$ cat src/rtl/pipe_stage_reg.sv
// Elastic pipeline stage register: valid/ready handshake, optional skid entry,
// control field bubbled to zero on flush/empty, saturating flush-drop counter.
module pipe_stage_reg #(
  parameter int CWIDTH = 16,
  parameter int DWIDTH = 128,
  parameter int SKID   = 1,
  parameter int CNTW   = 8
) (
  input  logic              clk,
  input  logic              rstn,
  input  logic              flush,
  input  logic              invalid,
  output logic              inready,
  input  logic [CWIDTH-1:0] inctl,
  input  logic [DWIDTH-1:0] indata,
  output logic              outvalid,
  input  logic              outready,
  output logic [CWIDTH-1:0] outctl,
  output logic [DWIDTH-1:0] outdata,
  output logic [CNTW-1:0]   dropcnt
);

  typedef enum logic [1:0] {
    EMPTY = 2'd0,
    BUSY  = 2'd1,
    FULL  = 2'd2
  } state_t;

  typedef enum logic [1:0] {
    MAIN_HOLD,
    MAIN_IN,
    MAIN_SKID,
    MAIN_BUBBLE
  } main_op_t;

  state_t            state_q, state_d;
  main_op_t          main_op;
  logic [CWIDTH-1:0] skid_ctl_q;
  logic [DWIDTH-1:0] skid_data_q;
  logic              push, pop;
  logic              skid_ld, skid_clr;
  logic [1:0]        drops;
  logic [CNTW:0]     cnt_sum;

  assign outvalid = (state_q != EMPTY);

  // With a skid entry inready is a pure function of registered state and flush.
  generate
    if (SKID != 0) begin : g_skid
      assign inready = (state_q != FULL) & ~flush;
    end else begin : g_noskid
      assign inready = (~outvalid | outready) & ~flush;
    end
  endgenerate

  assign push = invalid & inready;
  assign pop  = outvalid & outready;

  always_comb begin
    // NOTE: every signal written here gets a default first, so no path can infer a latch.
    state_d  = state_q;
    main_op  = MAIN_HOLD;
    skid_ld  = 1'b0;
    skid_clr = 1'b0;
    drops    = 2'd0;
    if (flush) begin
      state_d  = EMPTY;
      main_op  = MAIN_BUBBLE;
      skid_clr = 1'b1;
      unique case (state_q)
        BUSY:    drops = pop ? 2'd0 : 2'd1;
        FULL:    drops = pop ? 2'd1 : 2'd2;
        default: drops = 2'd0;
      endcase
    end else begin
      unique case (state_q)
        EMPTY: begin
          if (push) begin
            state_d = BUSY;
            main_op = MAIN_IN;
          end
        end
        BUSY: begin
          if (push && pop) begin
            main_op = MAIN_IN;
          end else if (push) begin
            state_d = FULL;
            skid_ld = 1'b1;
          end else if (pop) begin
            state_d = EMPTY;
            main_op = MAIN_BUBBLE;
          end
        end
        FULL: begin
          if (pop) begin
            state_d = BUSY;
            main_op = MAIN_SKID;
          end
        end
        default: state_d = EMPTY;
      endcase
    end
  end

  // One extra bit catches the carry out, which means saturate.
  assign cnt_sum = {1'b0, dropcnt} + (CNTW + 1)'(drops);

  always_ff @(posedge clk or negedge rstn) begin
    // NOTE: the data fields are plain registers, not a memory, so they are reset with everything else.
    if (!rstn) begin
      state_q     <= EMPTY;
      outctl      <= '0;
      outdata     <= '0;
      skid_ctl_q  <= '0;
      skid_data_q <= '0;
      dropcnt     <= '0;
    end else begin
      // NOTE: state is updated with non-blocking assignments so every register sees pre-edge values.
      state_q <= state_d;

      unique case (main_op)
        MAIN_IN: begin
          outctl  <= inctl;
          outdata <= indata;
        end
        MAIN_SKID: begin
          outctl  <= skid_ctl_q;
          outdata <= skid_data_q;
        end
        MAIN_BUBBLE: outctl <= '0;
        default: ;
      endcase

      if (skid_clr) begin
        skid_ctl_q <= '0;
      end else if (skid_ld) begin
        skid_ctl_q  <= inctl;
        skid_data_q <= indata;
      end

      dropcnt <= cnt_sum[CNTW] ? {CNTW{1'b1}} : cnt_sum[CNTW-1:0];
    end
  end

endmodule

$ cat config.mk
export PLATFORM = sky130hd
export DESIGN_NAME = pipe_stage_reg
export DESIGN_NICKNAME = d
export VERILOG_FILES = /design/src/rtl/pipe_stage_reg.sv
export SDC_FILE = /design/constraint.sdc
export NUM_CORES = 1
export LEC_CHECK = 0
export CORE_ASPECT_RATIO = 0.6
export CORE_MARGIN = 1.5
export CORE_UTILIZATION = 45
export DETAILED_ROUTE_END_ITERATION = 8
export HOLD_SLACK_MARGIN = 0.15
export PLACE_DENSITY = 0.73
export SETUP_SLACK_MARGIN = 0.1
export SLEW_MARGIN = 0
export SYNTH_ARGS = -nofsm -noshare
export SYNTH_HDL_FRONTEND = slang
export SYNTH_SLANG_ARGS = --single-unit
$ cat constraint.sdc
create_clock -name clk -period 6.9 [get_ports clk]
set_input_delay 1.38 -clock clk [delete_from_list [all_inputs] [get_ports clk]]
set_output_delay 1.38 -clock clk [all_outputs]
set_load 0.01 [all_outputs]
=== Yosys cells after proc, flatten, opt, wreduce, memory -nomap -nowiden ===
Cells that the tools add are included.

* $add $sub $neg: 1
* Bitwise gates (word level): 5
* Eq/ne operators: 10
* Reductions and logical operators: 8
* Muxes and demuxes: 28

{| class="wikitable"
|+ Operators with widths
! kind !! count
|-
| case mux 128 bit (2 select lines) || 1
|-
| case mux 16 bit (3 select lines) || 1
|-
| 2-to-1 mux 16 bit || 2
|-
| 2-to-1 mux 2 bit || 13
|-
| case mux 2 bit (3 select lines) || 2
|-
| adder 8 x 2 -> 9 bit || 1
|-
| != test 3 bit, second input constant || 3
|-
| 2-to-1 mux 8 bit || 1
|-
| 2-to-1 mux 1 bit || 7
|-
| == test 2 bit, second input constant || 3
|-
| nonzero test 2 bit || 3
|-
| == test 2 x 1 -> 1 bit, second input constant || 2
|-
| != test 4 bit, second input constant || 1
|-
| case mux 2 bit (2 select lines) || 1
|-
| AND reduction 4 bit || 1
|-
| AND 1 bit || 3
|-
| nonzero test 3 bit || 1
|-
| zero test 2 bit || 1
|-
| != test 2 bit, second input constant || 1
|-
| inverter 1 bit || 2
|-
| AND reduction 2 bit || 1
|-
| logical AND 1 bit || 1
|}

* Output and inout port bits: 154
* Register bits: 298
* Logic and storage cells: 58
* Bits of input ports: 149

=== Logic depth before layout (Yosys ltp) ===
Gate-level depths: netlist of run 1.

* Word-level depth: 9
* Gate-level depth with buffers: 11
* Gate-level depth less buffers: 8

=== Worst setup path after synthesis of run 1 ===
No wires, ideal clock.

* Path type: input to register
* Start point: input port outready
* End point: register dropcnt[6]
* Stages on the path: 9
* Arrival: 3.318 ns
* Slack: 3.494 ns
* Path buffers: 1
* Setup time: 0.088 ns
* Required time: 6.812 ns
* Cells stage by stage: clkbuf_1 -> or3b_2 -> a21boi_0 -> ha_1 -> inv_1 -> fa_1 -> and3b_1 -> a31oi_1 -> a41oi_1

* Word-level cells in the longest chain between the ends: 6
* Elaborated cells on any way between the ends: 7
* Classes of those cells: add/sub (1); mux (5); bitwise (1)

{| class="wikitable"
|+ Ends and longest elaborated chain
! item !! line !! text
|-
| start, declared || 17 || <nowiki>input logic outready,</nowiki>
|-
| AND 1 bit * || 57 || <nowiki>assign pop = outvalid & outready;</nowiki>
|-
| 2-to-1 mux 2 bit or 2-to-1 mux 1 bit (tied branches) || 72, 71 ||
|-
| case mux 2 bit (2 select lines) * || 70 || <nowiki>unique case (state_q)</nowiki>
|-
| 2-to-1 mux 2 bit * || 66 || <nowiki>if (flush) begin</nowiki>
|-
| adder 8 x 2 -> 9 bit * || 106 || <nowiki>assign cnt_sum = {1'b0, dropcnt} + (CNTW + 1)'(drops);</nowiki>
|-
| 2-to-1 mux 8 bit * || 141 || <nowiki>dropcnt <= cnt_sum[CNTW] ? {CNTW{1'b1}} : cnt_sum[CNTW-1:0];</nowiki>
|-
| end signal, assigned || 141 ||
|-
| end, declared || 20 || <nowiki>output logic [CNTW-1:0] dropcnt</nowiki>
|}

Every way passes the cells marked *; elsewhere a longest branch is shown, timed or not.
A chain may end at the register's enable or synchronous reset.

=== Worst setup path in the final report of run 1 ===
* Start point: input port flush
* End point: output port inready

* Word-level cells in the longest chain between the ends: 2

{| class="wikitable"
|+ Ends and longest elaborated chain
! item !! line !! text
|-
| start, declared || 11 || <nowiki>input logic flush,</nowiki>
|-
| inverter 1 bit || 50 || <nowiki>assign inready = (state_q != FULL) & ~flush;</nowiki>
|-
| AND 1 bit || 50 ||
|-
| end, declared || 13 || <nowiki>output logic inready,</nowiki>
|}

No other way between the ends.

==> flow_metrics.tcl, run 1 <==
set metrics [dict create \
    status "finished, final reports clean" \
    fmax_mhz 220 \
    path_class "input port to output pin" \
    avgSynthCellArea_sq_um 12.6 \
    path_cells "clkdlybuf4s50_1, nor2_1, clkdlybuf4s50_1" \
    grt_pass1_wl_um 49200 \
    ys_types 35 \
    fin_tns_setup_ns 0 \
    hp-class "flip-flop to flip-flop" \
    placed_area_sq_um 16200 \
    cts_buffers 29 \
    dp.cells 1630 \
    ctsHtreeMaxLevel 1 \
    n_fill_cell 2195 \
    cts_resized 0 \
    area_delta_synth_final_pct 33.1 \
    register_area_sq_um 7460 \
    crit_top_cell "clkdlybuf4s50_1" \
    drtPass1Iterations 7 \
    grt_pass1_vias 8937 \
    final_cell_mix "clkdlybuf4s50_1 (301), dfrtp_1 (298), nand2_1 (149)" \
    r2r_end "outdata[87]" \
    vias_per_cell 5.23 \
    multi_input_area_sq_um 5090 \
    yosysTopAreaCell "dfrtp_1" \
    wl_um 31000 \
    synth_top_cell_area_share 0.578 \
    grt_max_degree 157 \
    synth_seq_cells 298 \
    cts_tree "built" \
    cts.clk_slew.worst_paths_ns 0.06 \
    grt.overflow.total 0 \
    start_util 0.463 \
    drive_gt1_frac 0.156 \
    start_kind "input port" \
    max_slew.worst_pin.slew_ns 1.20 \
    ctsRootBufferMaster "clkbuf_16" \
    timing.rr.start "state_q[0]" \
    drc 0 \
    synth_edf_count 0 \
    final_max_slew_viol_count 0 \
    dp_slack_ns 2.37 \
    ys.flop_type "dfrtp_1" \
    ant_nets 0 \
    holdWs_ns 0.481 \
    hpwl_um 19700 \
    ir_drop_mv 0.166 \
    die-area_sq_um 29700 \
    finClkSkew_ns 0.00951 \
    die_w_um 222 \
    setup_ws_ns 2.36 \
    coreArea_sq_um 27900 \
    slew_headroom 0.199 \
    finalWeightedCongestion 0.804 \
    finalSetupViolations 0 \
    async_reset_ff_frac 1.00 \
    p_leak_nw 7.49 \
    syn-instance-count 1023 \
    synth_nets 1178 \
    design_area_sq_um 17200 \
    cp_slowest_cell "clkdlybuf4s50_1" \
    hold_depth 2 \
    hold_start "outdata[47]" \
    synth_area_sq_um 12900 \
    antenna_found_initial 2 \
    cts.sinks 298 \
    layoutNonFillerInstCount 1684 \
    clock_path_buffers 3 \
    final-hold-violation-count 0 \
    yosysWarnings 0 \
    num_rows 47 \
    netlist_top_cells_area "dfrtp_1 (58%), mux2i_1 (10%), mux2_4 (8.1%)" \
    fin_crit_sh 0.658 \
    holdPathEnd "outdata[47]" \
    cap_violations 0 \
    wl_per_cell_um 18.4 \
    rsz0062_at_grt "false" \
    cts.hold.buffers_added 0 \
    reg2regPathDepth 6 \
    first_iter_violations 576 \
    final_common_cell "clkdlybuf4s50_1" \
    die_h_um 134 \
    clk_latency_ns 0.54 \
    layout.nets 1449 \
    dr_total_vias 8812 \
    cp_slowest_stage_delay_ns 0.89 \
    ios 303 \
    crit_path_max_fanout 26 \
    grt.total_usage 0.206 \
    end_kind "output pin" \
    seq_area_frac_synth 0.578 \
    required_ns 5.52 \
    power_density_nw_per_um2 311 \
    cts_post_setup_buffers_inserted 0 \
    port_buffers 302 \
    fin_crit_ns 4.54 \
    reg2reg_setup_slack_ns 4.05 \
    cp.arrival_ns 3.16 \
]
-- power breakdown --
| group | switching [mW] | total, mW | internal, mW |
|---|---|---|---|
| Clock | 0.682 | 1.68 | 0.999 |
| Combinational | 0.515 | 1.26 | 0.748 |
| Sequential | 0.242 | 2.40 | 2.15 |
| Total | 1.44 | 5.34 | 3.90 |
-- Yosys cell counts, types with 2 or more instances --
cell / number
a21boi_0: 2
a21oi_1: 6
a22oi_1: 16
and3b_1: 2
buf_2: 28
buf_4: 2
buf_6: 8
clkbuf_1: 29
dfrtp_1: 298
ha_1: 5
inv_1: 5
mux2_2: 74
mux2_4: 70
mux2i_1: 132
nand2_1: 149
nand2b_1: 3
nand3_1: 5
nand3b_1: 3
nor2_1: 6
nor2b_1: 18
o21ai_0: 146
or2_2: 2
or3b_2: 2
-- through the flow --
stage / power (mW) / utilization
2_1_floorplan: 3.00 / -
3_3_place_gp: 3.65 / 0.579
3_5_place_dp: 3.69 / 0.579
4_1_cts: 5.39 / 0.616
5_1_grt: 5.59 / 0.616
6_report: 5.34 / 0.616
-- metal layers --
metal / vias to the layer above / track usage / part of all wire
met4: 2 / 0.0434 / 0.019
met3: 45 / 0.0616 / 0.067
met1: 4402 / 0.297 / 0.48
met2: 242 / 0.306 / 0.43
met5: - / 0 / 0.00042
li1: 4121 / - / -
-- registers in the layout, summed over array words and instances, names as in the netlist --
name         count
state_q          2
skid_ctl_q      16
skid_data_q    128
outctl          16
outdata        128
dropcnt          8
-- final cells by class --
class / count / area share
Clock inverter: 11 / 0.00970
Inverter: 5 / 0.00109
Clock buffer: 42 / 0.0492
Tap cell: 367 / 0.0268
Antenna cell: 1 / 0.000146
Multi-Input combinational cell: 652 / 0.297
Timing Repair Buffer: 308 / 0.182
Sequential cell: 298 / 0.434
-- cells by family after synthesis --
family	Yosys count	synth area share
buffers and inverters	73	0.0292
flip-flops	298	0.578
adder cells (fa/ha/maj)	6	0.00640
multiplexers	276	0.248
AND/OR/NAND/NOR	194	0.0647
AO/OA/AOI/OAI	176	0.0731
-- critical path, delay by kind of cell --
family,cells,cell delay (ns)
buf+inv,2,1.46
simple gates,1,0.30
-- worst max-delay path by stage --
stage | start | endpoint | slack, ns | cells after the start
after floorplan | outready | dropcnt[6] | 3.49 | 9
after global placement | flush | inready | 2.36 | 3
after detailed placement | flush | outdata[32] | 2.37 | 5
after CTS | flush | inready | 2.35 | 3
after global routing | flush | inready | 2.28 | 3
final | flush | inready | 2.36 | 3
No activity file was read; power rests on OpenSTA's default activity.
==> inputs of run 2 (changes only) <==
==> constraint.sdc (replaced) <==
create_clock -name clk -period 4.5 [get_ports clk]
set_input_delay 0.9 -clock clk [delete_from_list [all_inputs] [get_ports clk]]
set_output_delay 0.9 -clock clk [all_outputs]
set_load 0.01 [all_outputs]
==> run 2 against run 1 <==
Against the previous run: count of clock-buffer cells in the layout decreased by 2; via count decreased by 0.91%; die area unchanged; final cell count increased by 0.53%; global-route usage increased by 0.51 points; critical endpoint unchanged; design area increased by 0.24%; largest cell class unchanged.
==> flow_metrics.tcl, run 2 (same netlist as run 1, synthesis figures left out) <==
set metrics [dict create \
    num_rows 47 \
    drtPass1Iterations 4 \
    grt.overflow.total 0 \
    ant_nets 0 \
    hp-class "input port to asynchronous set/reset pin" \
    p_sw_mw 2.19 \
    die_h_um 134 \
    cts_tree "built" \
    ir_drop_mv 0.343 \
    fin_crit_ns 3.39 \
    wl_met1_um 14400 \
    p_leak_nw 7.53 \
    ios 303 \
    start_kind "input port" \
    cp.arrival_ns 2.49 \
    drc 0 \
    fin_crit_sh 0.753 \
    netSwitchingFraction 0.272 \
    reg2reg_setup_slack_ns 1.84 \
    cap_violations 0 \
    cts.sinks 298 \
    wl_met3_um 2570 \
    crit_path_max_fanout 16 \
    final_common_cell "clkdlybuf4s50_1" \
    port_buffers 302 \
    finalSetupViolations 0 \
    grt.total_usage 0.211 \
    end_kind "output pin" \
    final_max_slew_viol_count 0 \
    rsz0062_at_grt "false" \
    clock_path_buffers 3 \
    drive_gt1_frac 0.162 \
    grt_max_degree 117 \
    finalWeightedCongestion 0.779 \
    setup_ws_ns 1.11 \
    wl_per_cell_um 18.4 \
    die-area_sq_um 29700 \
    dr_total_vias 8732 \
    ctsHtreeMaxLevel 1 \
    die_w_um 222 \
    vias_per_cell 5.16 \
    power_density_nw_per_um2 468 \
    path_class "input port to output pin" \
    slew_headroom 0.198 \
    clk_latency_ns 0.54 \
    dp_slack_ns 0.873 \
    antenna_found_initial 4 \
    finClkSkew_ns 0.00667 \
    startpoint "flush" \
    layout.nets 1458 \
    grt_pass1_wl_um 50100 \
    timing.rr.start "state_q[0]" \
    max_slew.worst_pin.slew_ns 1.20 \
    hpwl_um 20700 \
    final_cell_mix "clkdlybuf4s50_1 (301), dfrtp_1 (298), nand2_1 (149)" \
    grt_pass1_vias 8973 \
    fin_tns_setup_ns 0 \
    first_iter_violations 630 \
    cts_buffers 29 \
    status "finished, final reports clean" \
    cts_post_setup_buffers_inserted 0 \
    coreArea_sq_um 27900 \
    cts.clk_slew.worst_paths_ns 0.06 \
    final-hold-violation-count 0 \
    top_layer "met5" \
    combPwrFrac 0.243 \
    internal-power_mw 5.86 \
    clkPwrFrac 0.301 \
    area_delta_synth_final_pct 33.4 \
    top_regs "outdata x128, skid_data_q x128" \
    cts_resized 0 \
    p_seq_frac 0.456 \
    wl_um 31200 \
    required_ns 3.60 \
    cts.hold.buffers_added 0 \
    start_util 0.463 \
    fmax_mhz 295 \
    ctsRootBufferMaster "clkbuf_16" \
    holdWs_ns 0.340 \
    wl_met2_um 13800 \
    n_fill_cell 2214 \
]
[run 2: final cells by class]
class / instances / area [sq um] / area share
flip-flops and latches: 298 / 7460 / 0.433
multi-input cells: 652 / 5090 / 0.296
inverters: 5 / 18.8 / 0.00109
clock inverters: 11 / 105 / 0.00611
diodes: 3 / 7.51 / 0.000436
well taps: 367 / 459 / 0.0267
clock buffers: 40 / 837 / 0.0487
repair buffers: 317 / 3230 / 0.188
[run 2: power by group through the flow]
stage | sequential, mW | clock (mW) | combinational, mW
2_1_floorplan | 3.76 | 0 | 0.839
3_3_place_gp | 3.67 | 0 | 1.93
3_5_place_dp | 3.70 | 0 | 1.98
4_1_cts | 3.67 | 2.49 | 1.99
5_1_grt | 3.74 | 2.60 | 2.12
6_report | 3.67 | 2.42 | 1.96
[run 2: routing by layer]
metal / global-route usage / up-vias
met5: 0 / -
met4: 0.0316 / 2
met3: 0.0714 / 36
met2: 0.322 / 236
met1: 0.297 / 4351
li1: - / 4107
[run 2: metrics by stage]
| stage | power [mW] | instance area (sq um) | instances | utilization |
|---|---|---|---|---|
| floorplan | 4.60 | 12900 | 1023 | - |
| global placement | 5.60 | 16300 | 1639 | 0.583 |
| detailed placement | 5.68 | 16300 | 1639 | 0.583 |
| CTS | 8.15 | 17200 | 1690 | 0.617 |
| global route | 8.46 | 17200 | 1690 | 0.617 |
| finish | 8.05 | 17200 | 1693 | 0.617 |
[run 2: critical path: stages]
cell and delay (ns):
clkdlybuf4s50_1 0.62, buf_4 0.31, nor2_1 0.11, clkdlybuf4s50_1 0.54
[run 2: worst paths after layout]
path,cells after the start,end
max,4,inready
min,1,skid_ctl_q[5]
max reg2reg,7,outctl[4]
min reg2reg,2,outdata[25]
max in group asynchronous,2,skid_data_q[22]
min in group clk,2,outdata[25]
==> inputs of run 3 (changes only) <==
--- a/config.mk
+++ b/config.mk
@@ -10,7 +10,7 @@
 export CORE_UTILIZATION = 45
 export DETAILED_ROUTE_END_ITERATION = 8
 export HOLD_SLACK_MARGIN = 0.15
-export PLACE_DENSITY = 0.73
+export PLACE_DENSITY = 0.76
 export SETUP_SLACK_MARGIN = 0.1
 export SLEW_MARGIN = 0
 export SYNTH_ARGS = -nofsm -noshare
==> constraint.sdc (replaced) <==
create_clock -name clk -period 3.08 [get_ports clk]
set_input_delay 0.616 -clock clk [delete_from_list [all_inputs] [get_ports clk]]
set_output_delay 0.616 -clock clk [all_outputs]
set_load 0.01 [all_outputs]
==> run 3 against run 2 <==
Against the previous run: final cell count grew 1.2%; clock power up 42%; design area is 1.4% higher; count of clock-buffer cells in the layout increased by 3; global-route usage increased by 0.52 points; register-to-register slack got worse by 1.4 ns; sequential share of layout area fell by 0.61 points; wire length grew 3.1%; via count grew 2.2%; critical endpoint is now dropcnt[6]; largest cell class unchanged; highest routed layer unchanged.
==> flow_metrics.tcl, run 3 (same netlist as run 1, synthesis figures left out) <==
set metrics [dict create \
    dp.cells 1661 \
    cts_post_setup_buffers_inserted 0 \
    cts.clk_slew.worst_paths_ns 0.07 \
    clkPwrFrac 0.292 \
    required_ns 3.54 \
    drtPass1Iterations 5 \
    fin_crit_ns 2.60 \
    cts.hold.buffers_added 1 \
    die_w_um 222 \
    die_h_um 134 \
    grt.total_usage 0.216 \
    layoutNonFillerInstCount 1713 \
    rsz0062_at_grt "false" \
    hold_start "outdata[24]" \
    final-hold-violation-count 0 \
    hpwl_um 21800 \
    fmax_mhz 384 \
    grt_max_degree 81 \
    status "finished, final reports clean" \
    crit_buf_inv 1 \
    port_buffers 302 \
    cts.sinks 298 \
    combPwrFrac 0.249 \
    cap_violations 0 \
    layout.nets 1480 \
    drc 0 \
    p_seq_frac 0.459 \
    finalWeightedCongestion 0.815 \
    dr_total_vias 8920 \
    path_class "flip-flop to flip-flop" \
    final_max_slew_viol_count 0 \
    power_density_nw_per_um2 672 \
    antenna_cells 0 \
    slew_headroom 0.590 \
    p_sw_mw 3.26 \
    end_kind "flip-flop" \
    grt_pass1_wl_um 51300 \
    cp.arrival_ns 3.06 \
    fin_crit_sh 0.845 \
    final_common_cell "clkdlybuf4s50_1" \
    top_regs "outdata x128, skid_data_q x128" \
    startpoint "state_q[0]" \
    path_cells "or3b_2, a21boi_0, ha_1, inv_1, fa_1, and3b_1, a31oi_1, a41oi_1" \
    cp_top_family "simple AND/OR/NAND/NOR gates" \
    coreArea_sq_um 27900 \
    finClkSkew_ns 0.0125 \
    antenna_found_initial 1 \
    first_iter_violations 617 \
    n_fill_cell 2132 \
    p_leak_nw 7.65 \
    final_cell_mix "clkdlybuf4s50_1 (301), dfrtp_1 (298), nand2_1 (149)" \
    cts_tree "built" \
    holdWs_ns 0.484 \
    die-area_sq_um 29700 \
    hp-class "flip-flop to flip-flop" \
    ios 303 \
    clock_path_buffers 3 \
    finalSetupViolations 0 \
    ir_drop_mv 0.478 \
    drive_gt1_frac 0.174 \
    wl_per_cell_um 18.8 \
    wl_um 32100 \
    vias_per_cell 5.21 \
    fin_tns_setup_ns 0 \
    ctsRootBufferMaster "clkbuf_16" \
    start_kind "flip-flop" \
    ant_nets 0 \
    ctsHtreeMaxLevel 1 \
    internal-power_mw 8.47 \
    start_util 0.463 \
    grt.overflow.total 0 \
    netSwitchingFraction 0.278 \
    cp_slowest_stage_delay_ns 0.55 \
    clk_latency_ns 0.55 \
    crit_path_max_fanout 11 \
    timing.rr.start "state_q[0]" \
    power_mw 11.7 \
    area_delta_synth_final_pct 35.3 \
    cp_slowest_cell "dfrtp_1" \
    num_rows 47 \
    max_slew.worst_pin.slew_ns 0.615 \
    grt_pass1_vias 9177 \
    cts_resized 0 \
    cts_buffers 28 \
]
==> run 3: changes by cell type in the layout (fill, tap and decap cells not counted) <==
cell,change
clkinv_2,-4
buf_4,+13
bufinv_16,-2
clkinvlp_4,+3
diode_2,-3
clkbuf_1,+2
dlygate4sd3_1,+1
buf_12,+9
clkbuf_8,+1
==> run 3: metal layers <==
| layer | part of all wire | up-vias | GRT usage |
|---|---|---|---|
| li1 | - | 4151 | - |
| met1 | 0.46 | 4475 | 0.300 |
| met2 | 0.45 | 254 | 0.336 |
| met3 | 0.075 | 38 | 0.0664 |
| met4 | 0.017 | 2 | 0.0438 |
| met5 | 0.00040 | - | 0 |
==> run 3: tightest hold or removal path, delay by kind of cell (launching register included) <==
family | cells | cell delay [ns]
flops | 1 | 0.34
compound gates | 1 | 0.06
simple gates | 1 | 0.05
==> run 3: final timing paths <==
| kind | end | slack (ns) | depth (start not counted) |
|---|---|---|---|
| min in group asynchronous | dropcnt[1] | 0.65 | 2 |
| max | dropcnt[6] | 0.48 | 8 |
| min | outdata[24] | 0.48 | 2 |
| min reg2reg | outdata[24] | 0.48 | 2 |
| max reg2reg | dropcnt[6] | 0.48 | 8 |
| max in group asynchronous | outdata[33] | 1.64 | 3 |
==> run 3: metrics by stage <==
| stage | utilization | setup slack (ns) | instance area [sq um] |
|---|---|---|---|
| 2_1_floorplan | - | 0.438 | 12900 |
| 3_3_place_gp | 0.593 | 0.157 | 16500 |
| 3_5_place_dp | 0.593 | 0.0482 | 16500 |
| 4_1_cts | 0.626 | 0.485 | 17400 |
| 5_1_grt | 0.626 | 0.301 | 17400 |
| 6_report | 0.626 | 0.479 | 17400 |
==> run 3: area by class of cell <==
| type | instances | area [sq um] | area share |
|---|---|---|---|
| repair buffers | 340 | 3520 | 0.201 |
| inverters | 5 | 18.8 | 0.00108 |
| clock inverters | 8 | 47.5 | 0.00272 |
| flip-flops and latches | 298 | 7460 | 0.427 |
| well taps | 367 | 459 | 0.0263 |
| clock buffers | 43 | 858 | 0.0492 |
| multi-input cells | 652 | 5090 | 0.292 |
==> run 3: power groups by stage <==
stage                     combinational [mW]  clock, mW  sequential (mW)
after floorplan                         1.23          0             5.50
after global placement                  2.86          0             5.38
after detailed placement                2.94          0             5.42
after CTS                               2.96       3.52             5.37
after global routing                    3.16       3.67             5.48
final                                   2.92       3.43             5.38
